File: src/rtl/axi_lite_write_arbiter_pkg.sv
// ---------------------------------------------------------------------------
// axi_lite_write_arbiter_pkg
//   Shared types and constants for the AXI-Lite write arbiter.
//   - state_t : arbiter FSM states (IDLE, SEND, RESP)
//   - BRESP_* : AXI write response encodings
// ---------------------------------------------------------------------------
package axi_lite_write_arbiter_pkg;

   typedef enum logic [1:0] {
      IDLE = 2'd0,
      SEND = 2'd1,
      RESP = 2'd2
   } state_t;

   localparam logic [1:0] BRESP_OKAY   = 2'b00;
   localparam logic [1:0] BRESP_EXOKAY = 2'b01;
   localparam logic [1:0] BRESP_SLVERR = 2'b10;
   localparam logic [1:0] BRESP_DECERR = 2'b11;

endpackage

File: src/rtl/axi_lite_write_arbiter_rr_arbiter.sv
// ---------------------------------------------------------------------------
// rr_arbiter
//   Purely combinational arbiter. Picks one requester from req and reports
//   it both as a one-hot grant and as a binary index.
//   Default build: round-robin, the search starts at ptr and wraps.
//   With AXI_LITE_WRITE_ARBITER_FIXED_PRIO_EN defined: fixed priority,
//   lowest index wins, and the ptr input does not exist.
// Ports
//   ptr       in   IDX_W     first index searched (round-robin build only)
//   req       in   NUM_REQ   request vector
//   grant     out  NUM_REQ   one-hot grant (zero when no request)
//   grant_idx out  IDX_W     index of the granted requester
//   grant_any out  1         at least one request present
// ---------------------------------------------------------------------------
module rr_arbiter #(
   parameter int NUM_REQ = 4,
   parameter int IDX_W   = $clog2(NUM_REQ)
) (
`ifndef AXI_LITE_WRITE_ARBITER_FIXED_PRIO_EN
   input  logic [IDX_W-1:0]   ptr,
`endif
   input  logic [NUM_REQ-1:0] req,
   output logic [NUM_REQ-1:0] grant,
   output logic [IDX_W-1:0]   grant_idx,
   output logic               grant_any
);

   logic [IDX_W-1:0] cand;

   always_comb begin
      grant     = '0;
      grant_idx = '0;
      grant_any = 1'b0;
      cand      = '0;
      for (int i = 0; i < NUM_REQ; i++) begin
`ifdef AXI_LITE_WRITE_ARBITER_FIXED_PRIO_EN
         cand = IDX_W'(i);
`else
         // Modulo keeps the wrap correct for non-power-of-two NUM_REQ.
         cand = IDX_W'((int'(ptr) + i) % NUM_REQ);
`endif
         if (!grant_any && req[cand]) begin
            grant_any   = 1'b1;
            grant_idx   = cand;
            grant[cand] = 1'b1;
         end
      end
   end

endmodule

File: src/rtl/axi_lite_write_arbiter.sv
// ---------------------------------------------------------------------------
// axi_lite_write_arbiter
//   Shares one AXI-Lite write master (AW, W, B) between NUM_REQ requesters,
//   one transaction outstanding. FSM IDLE -> SEND -> RESP -> IDLE.
//   Build option: AXI_LITE_WRITE_ARBITER_FIXED_PRIO_EN selects fixed
//   priority (lowest index wins) instead of round-robin.
// Ports
//   clock, reset                  rising-edge clock, async active-high reset
//   req_valid/req_ready           per-requester handshake (ready is one-hot)
//   req_addr/req_data/req_strb    packed per-requester payloads
//   done/done_resp                one-hot completion pulse with its BRESP
//   aw*/w*/b*                     AXI-Lite write master channels
// ---------------------------------------------------------------------------
module axi_lite_write_arbiter
   import axi_lite_write_arbiter_pkg::*;
#(
   parameter int NUM_REQ         = 4,
   parameter int AXI_ADDR_WIDTH  = 32,
   parameter int AXI_WDATA_WIDTH = 32
) (
   input  logic                                   clock,
   input  logic                                   reset,
   input  logic [NUM_REQ-1:0]                     req_valid,
   output logic [NUM_REQ-1:0]                     req_ready,
   input  logic [NUM_REQ*AXI_ADDR_WIDTH-1:0]      req_addr,
   input  logic [NUM_REQ*AXI_WDATA_WIDTH-1:0]     req_data,
   input  logic [NUM_REQ*AXI_WDATA_WIDTH/8-1:0]   req_strb,
   output logic [NUM_REQ-1:0]                     done,
   output logic [1:0]                             done_resp,
   output logic                                   awvalid,
   input  logic                                   awready,
   output logic [AXI_ADDR_WIDTH-1:0]              awaddr,
   output logic [2:0]                             awprot,
   output logic                                   wvalid,
   input  logic                                   wready,
   output logic [AXI_WDATA_WIDTH-1:0]             wdata,
   output logic [AXI_WDATA_WIDTH/8-1:0]           wstrb,
   input  logic                                   bvalid,
   output logic                                   bready,
   input  logic [1:0]                             bresp
);

   localparam int IDX_W = $clog2(NUM_REQ);
   localparam int AW    = AXI_ADDR_WIDTH;
   localparam int DW    = AXI_WDATA_WIDTH;
   localparam int SW    = AXI_WDATA_WIDTH / 8;

   state_t               state_q,     state_d;
   logic [IDX_W-1:0]     grant_idx_q, grant_idx_d;
   logic [AW-1:0]        addr_q,      addr_d;
   logic [DW-1:0]        data_q,      data_d;
   logic [SW-1:0]        strb_q,      strb_d;
   logic                 aw_done_q,   aw_done_d;
   logic                 w_done_q,    w_done_d;
   logic [NUM_REQ-1:0]   done_q,      done_d;
   logic [1:0]           done_resp_q, done_resp_d;
`ifndef AXI_LITE_WRITE_ARBITER_FIXED_PRIO_EN
   logic [IDX_W-1:0]     rr_ptr_q,    rr_ptr_d;
`endif

   logic [NUM_REQ-1:0]   arb_grant;
   logic [IDX_W-1:0]     arb_idx;
   logic                 arb_any;

   rr_arbiter #(
      .NUM_REQ (NUM_REQ),
      .IDX_W   (IDX_W)
   ) u_arb (
`ifndef AXI_LITE_WRITE_ARBITER_FIXED_PRIO_EN
      .ptr       (rr_ptr_q),
`endif
      .req       (req_valid),
      .grant     (arb_grant),
      .grant_idx (arb_idx),
      .grant_any (arb_any)
   );

   // Outputs are decoded from flops only; req_ready additionally follows
   // req_valid and is forced low while reset is held.
   always_comb begin
      req_ready = (state_q == IDLE && !reset) ? arb_grant : '0;
      awvalid   = (state_q == SEND) && !aw_done_q;
      wvalid    = (state_q == SEND) && !w_done_q;
      bready    = (state_q == RESP);
      awaddr    = addr_q;
      awprot    = 3'b000;
      wdata     = data_q;
      wstrb     = strb_q;
      done      = done_q;
      done_resp = done_resp_q;
   end

   always_comb begin
      state_d     = state_q;
      grant_idx_d = grant_idx_q;
      addr_d      = addr_q;
      data_d      = data_q;
      strb_d      = strb_q;
      aw_done_d   = aw_done_q;
      w_done_d    = w_done_q;
      done_d      = '0;
      done_resp_d = done_resp_q;
`ifndef AXI_LITE_WRITE_ARBITER_FIXED_PRIO_EN
      rr_ptr_d    = rr_ptr_q;
`endif
      case (state_q)
         IDLE: begin
            if (arb_any) begin
               grant_idx_d = arb_idx;
               addr_d      = req_addr[arb_idx*AW +: AW];
               data_d      = req_data[arb_idx*DW +: DW];
               strb_d      = req_strb[arb_idx*SW +: SW];
               aw_done_d   = 1'b0;
               w_done_d    = 1'b0;
               state_d     = SEND;
`ifndef AXI_LITE_WRITE_ARBITER_FIXED_PRIO_EN
               rr_ptr_d    = (arb_idx == IDX_W'(NUM_REQ - 1)) ? '0 : arb_idx + IDX_W'(1);
`endif
            end
         end
         SEND: begin
            // Each channel retires on its own handshake, in any order.
            aw_done_d = aw_done_q | (awvalid & awready);
            w_done_d  = w_done_q  | (wvalid  & wready);
            if (aw_done_d && w_done_d) begin
               state_d = RESP;
            end
         end
         RESP: begin
            if (bvalid) begin
               done_d[grant_idx_q] = 1'b1;
               done_resp_d         = bresp;
               state_d             = IDLE;
            end
         end
         default: state_d = IDLE;
      endcase
   end

   always_ff @(posedge clock or posedge reset) begin
      if (reset) begin
         state_q     <= IDLE;
         grant_idx_q <= '0;
         addr_q      <= '0;
         data_q      <= '0;
         strb_q      <= '0;
         aw_done_q   <= 1'b0;
         w_done_q    <= 1'b0;
         done_q      <= '0;
         done_resp_q <= BRESP_OKAY;
`ifndef AXI_LITE_WRITE_ARBITER_FIXED_PRIO_EN
         rr_ptr_q    <= '0;
`endif
      end else begin
         state_q     <= state_d;
         grant_idx_q <= grant_idx_d;
         addr_q      <= addr_d;
         data_q      <= data_d;
         strb_q      <= strb_d;
         aw_done_q   <= aw_done_d;
         w_done_q    <= w_done_d;
         done_q      <= done_d;
         done_resp_q <= done_resp_d;
`ifndef AXI_LITE_WRITE_ARBITER_FIXED_PRIO_EN
         rr_ptr_q    <= rr_ptr_d;
`endif
      end
   end

endmodule

File: config.mk
export PLATFORM = sky130hd
export DESIGN_NAME = axi_lite_write_arbiter
export DESIGN_NICKNAME = d
export VERILOG_FILES = /design/src/rtl/axi_lite_write_arbiter_pkg.sv /design/src/rtl/axi_lite_write_arbiter_rr_arbiter.sv /design/src/rtl/axi_lite_write_arbiter.sv
export SDC_FILE = /design/constraint.sdc
export NUM_CORES = 1
export LEC_CHECK = 0
export ABC_AREA = 1
export ABC_CLOCK_PERIOD_IN_PS = 3850
export CORE_AREA = 3 3 142 144
export DETAILED_ROUTE_END_ITERATION = 16
export DIE_AREA = 0 0 145 147
export PLACE_DENSITY = 0.78
export RECOVER_POWER = 25
export SLEW_MARGIN = 20
export SYNTH_ARGS = -nofsm -noshare
export SYNTH_HDL_FRONTEND = slang
export SYNTH_SLANG_ARGS = --single-unit
File: constraint.sdc
create_clock -name clock -period 3.85 [get_ports clock]
set_input_delay 1.155 -clock clock [delete_from_list [all_inputs] [get_ports clock]]
set_output_delay 1.155 -clock clock [all_outputs]
set_load 0.02 [all_outputs]
==> summary.md <==
The initial utilization of the core area, before any placement, comes to 39.67%. The logs give 38 for the final number of max-transition violations and 113 for the maximum number of pins on one net before global-route repair. The logs give 0.01148 sq mm for the area of all placed cells without fillers and 13670 um for the length of routed met2 wiring.

Cells with a size suffix above 1 make up 4.304% of the layout. After synthesis, the largest family of logic cells by area is simple AND/OR/NAND/NOR gates. After detailed routing, the number of vias per cell comes to 4.916. TritonCTS built the clock tree. For this block, the initial DRC count from the detailed router was 554. Met1 routed wirelength after detailed routing: 11540 um.

The total via count in the routed design is 9046, and the total routing resource utilization after global routing is 25.57%. The clock latency on the worst-skew pair is 340 ps. In this run, CTS created clock tree buffers numbering 9.

After detailed placement, the total cell area comes to 0.01119 sq mm. The maximum operating frequency was 0.2735 GHz. For this run, the register share of the synthesized area comes to 27.47%. Summing the areas of all compound-gate instances in the mapped netlist gives 1.608% of the synthesized area. Most frequently used cell type in the post-synthesis netlist: sky130_fd_sc_hd__nand2_1.

Highest ir drop seen on vdd: 1.217 mV. The number of nets still failing antenna checks after routing was 0. Ranked by total cell area, the synthesized netlist is headed by sky130_fd_sc_hd__dfrtp_1, sky130_fd_sc_hd__nand2_1, sky130_fd_sc_hd__inv_1.

In the routed design, unresolved DRC markers number 0. The wire length of the first global-routing pass was 44680 um; the total negative setup slack was 0 ps. The run gives 1 as the reported max-cap violation count.

The startpoint-to-endpoint class of the critical path is input port to primary output. For the number of unique standard cell types used by synthesis, the log shows 30. In this run the worst hold path is classified as register to register. Summed over all layers, the routed wires come to 28240 um.

Across the routed clock network, the largest skew measured is 6.782 ps. Clock root buffer: sky130_fd_sc_hd__clkbuf_16. After layout, the worst path uses 94.97% of the clock period. The flow ran to the end, but the final reports show violations.

The run gives 1266 as the number of instances in the synthesized netlist. The worst setup path is captured at a primary output. The switching part of the total power was 54.89%; the number of instances on the worst hold path was 1. The die is 145 um wide. Synthesis inferred 82 register bits. The post-synthesis async set-or-reset flop share was 100.0%. Counting along the longest clock path gives a buffer depth of 2. After detailed placement, the design holds a cell count of 1825. The overall overflow remaining after global route came out at 0. The sequential power share is 13.7%, and the number of detailed-routing iterations run before antenna repair is 4. Measured in cells, the most critical reg-to-reg path has a length of 14. The final hold violation count is 0, and the number of I/O port buffers is 363. The repair_antennas step left the layout with diodes totalling 0.

The synthesized netlist occupies a cell area of 0.007471 sq mm. The wire-length estimate of the detail-placed layout is 20100 um. The height of the die came out at 147 um. Power spread over the standard cell area amounts to 988.6 mW/mm^2.

The final layout net count was 1867. The footprint of the flip-flops and latches was 0.002052 sq mm; the data arrival time of the critical path was 2500 ps. For the worst setup path, the data required time is 2690 ps. The logs give -19.92% for the headroom to the max-slew limit and 50 for the number of placement rows. In this run the power spent charging and discharging nets is 6.232 mW. Area fraction of the dominant cell type after synthesis: 27.47%.

Setup violations remaining at the end of the flow were counted as 0. The post-synthesis mux area share was 0.3015%. The worst setup path is launched from an input port. After floorplanning, the core was sized to cover 0.01883 sq mm.

The internal power of the cells totals 5.120 mW. The fraction of the mapped netlist area in simple logic gates was 45.85%. Summed over all cells, the static leakage comes to 6.385 nW.

The register clock-pin slew on the reported worst setup and hold paths was 60 ps; the detailed-route wire length per cell was 15.35 um. The logs give 2086 um for the routed length on met3 and 1750 for the layout filler cell count. The die covers 0.02132 sq mm. Routed signal wires occupy layers up through met4. The Yosys step of the flow raised 0 warnings.

In this run the count of I/O pins placed on the die edge is 367. The cell type with the largest total area after synthesis is sky130_fd_sc_hd__dfrtp_1. Ranked by instance count, the synthesized netlist is headed by sky130_fd_sc_hd__nand2_1, sky130_fd_sc_hd__inv_1, sky130_fd_sc_hd__nand3_1. The cts-stage hold buffer count was 0; the final cell count without fillers was 1840. The area occupied by multi-input gates is 0.003710 sq mm. The tools report the TritonCTS sink count as 82. For this run, the leading register cell type out of synthesis is sky130_fd_sc_hd__dfrtp_1. Setup repair after global routing left no endpoint under its margin. The growth of design area from synthesis to finish is 53.71%, and the number of antenna violations at the first check in global routing is 0. Counting I/O delays and the setup requirement, the final critical path takes 3656 ps. After synthesis, the mean cell area works out to 5.901 sq um. The largest driver fanout on the critical path came out at 6. The final RePlAce weighted congestion is 0.8920. The H-tree generated during clock tree synthesis spans 3 levels.

The checks that failed: max-capacitance violations, max-slew violations. Number of global-route vias before repair: 8480. The fraction of the mapped netlist area in adder cells was 1.172%. At the pin with the least slew margin, the transition time is 1789 ps. The number of synthesized flops with an enable pin came out at 0.

The relative contribution of combinational cells to total power was 78.2%. The synthesized netlist devotes 0% of its cell area to XOR and XNOR gates. The clock network fraction of total power was 8.1%.
-- flip-flops by register name, summed over array words and instances, names as in the netlist --
name	flops
w_done_q	1
done_resp	2
wstrb	4
wdata	32
rr_ptr_q	2
grant_idx_q	2
aw_done_q	1
done	4
awaddr	32
state_q	2
-- cell type report --
| class | instances | share of cell area [%] |
|---|---|---|
| clock buffer | 11 | 2.114 |
| clock inverter | 3 | 0.5666 |
| tap | 260 | 2.833 |
| sequential | 82 | 17.87 |
| multi-input combinational | 787 | 32.31 |
| inverter | 306 | 10.08 |
| timing repair buffer | 391 | 34.23 |
-- repair_timing --
action	4_1_cts	5_1_grt
buffers inserted	1	0
setup endpoints to repair	4	0
resized for setup	25	0
-- cells in the final DEF, fill, tap and decap left out, drive strengths merged, types with 2 or more instances in the layout --
cell	n
clkbuf	11
dfrtp	82
nand4	138
inv	305
dlygate4sd2	4
mux2	2
nor2	11
nor3	5
bufinv	2
a22oi	2
nand2	449
ha	7
conb	3
o21ai	11
buf	32
nand3	151
dlygate4sd3	3
clkdlybuf4s50	352
a21oi	3
-- power groups by stage --
stage               sequential [mW]  combinational (mW)  clock (mW)
global route                   1.60                9.90       0.978
finish                         1.55                8.88       0.920
CTS                            1.55                8.91       0.933
detailed placement             1.55                8.86           0
global placement               1.55                8.71           0
floorplan                      1.98                5.96           0
-- through the flow --
step | setup WS [ps] | power, mW | util (%) | hold WS (ps)
after floorplan | 573.7 | 7.932 | - | 431.3
after global placement | -439.6 | 10.25 | 59.42 | 447.8
after detailed placement | -542.3 | 10.41 | 59.42 | 454.7
after CTS | 183.2 | 11.39 | 60.98 | 462.9
after global routing | 6.843 | 12.48 | 60.98 | 493.0
final | 193.7 | 11.35 | 60.98 | 474.8
-- routing by layer --
layer  GRT usage (%)  vias up
li1                -     4499
met1           32.39     4121
met2           43.31      367
met3           5.244       59
met4           9.501        0
met5               0        -
-- critical path, stage by stage --
cell,delay (ps)
sky130_fd_sc_hd__dlygate4sd2_1,260
sky130_fd_sc_hd__inv_1,70
sky130_fd_sc_hd__nand2_1,80
sky130_fd_sc_hd__nand3_2,100
sky130_fd_sc_hd__nand2_4,90
sky130_fd_sc_hd__nor2_4,130
sky130_fd_sc_hd__nand2_1,70
sky130_fd_sc_hd__o21ai_0,150
sky130_fd_sc_hd__a21oi_1,60
sky130_fd_sc_hd__o21ai_0,70
sky130_fd_sc_hd__nand2_1,60
sky130_fd_sc_hd__inv_1,50
sky130_fd_sc_hd__buf_2,150
-- path summary, 6_finish.rpt --
check | from | endpoint | slack, ps
setup reg to reg | rr_ptr_q[0]$_DFFE_PP0P_ | wdata[5]$_DFFE_PP0P_ | 950
hold reg to reg | grant_idx_q[0]$_DFFE_PP0P_ | done[0]$_DFF_PP0_ | 470
setup / recovery | req_valid[3] | req_ready[3] | 190
max in group asynchronous | reset | awaddr[13]$_DFFE_PP0P_ | 1180
hold / removal | grant_idx_q[0]$_DFFE_PP0P_ | done[0]$_DFF_PP0_ | 470
min in group asynchronous | reset | done[2]$_DFF_PP0_ | 1750
-- kinds of logic after synthesis --
kind of cell	after synthesis
fa+ha+maj	7
buf+inv	399
mux	2
flops	82
other cells	1
simple gates	754
compound gates	21
(Power assumes the default switching activity.)
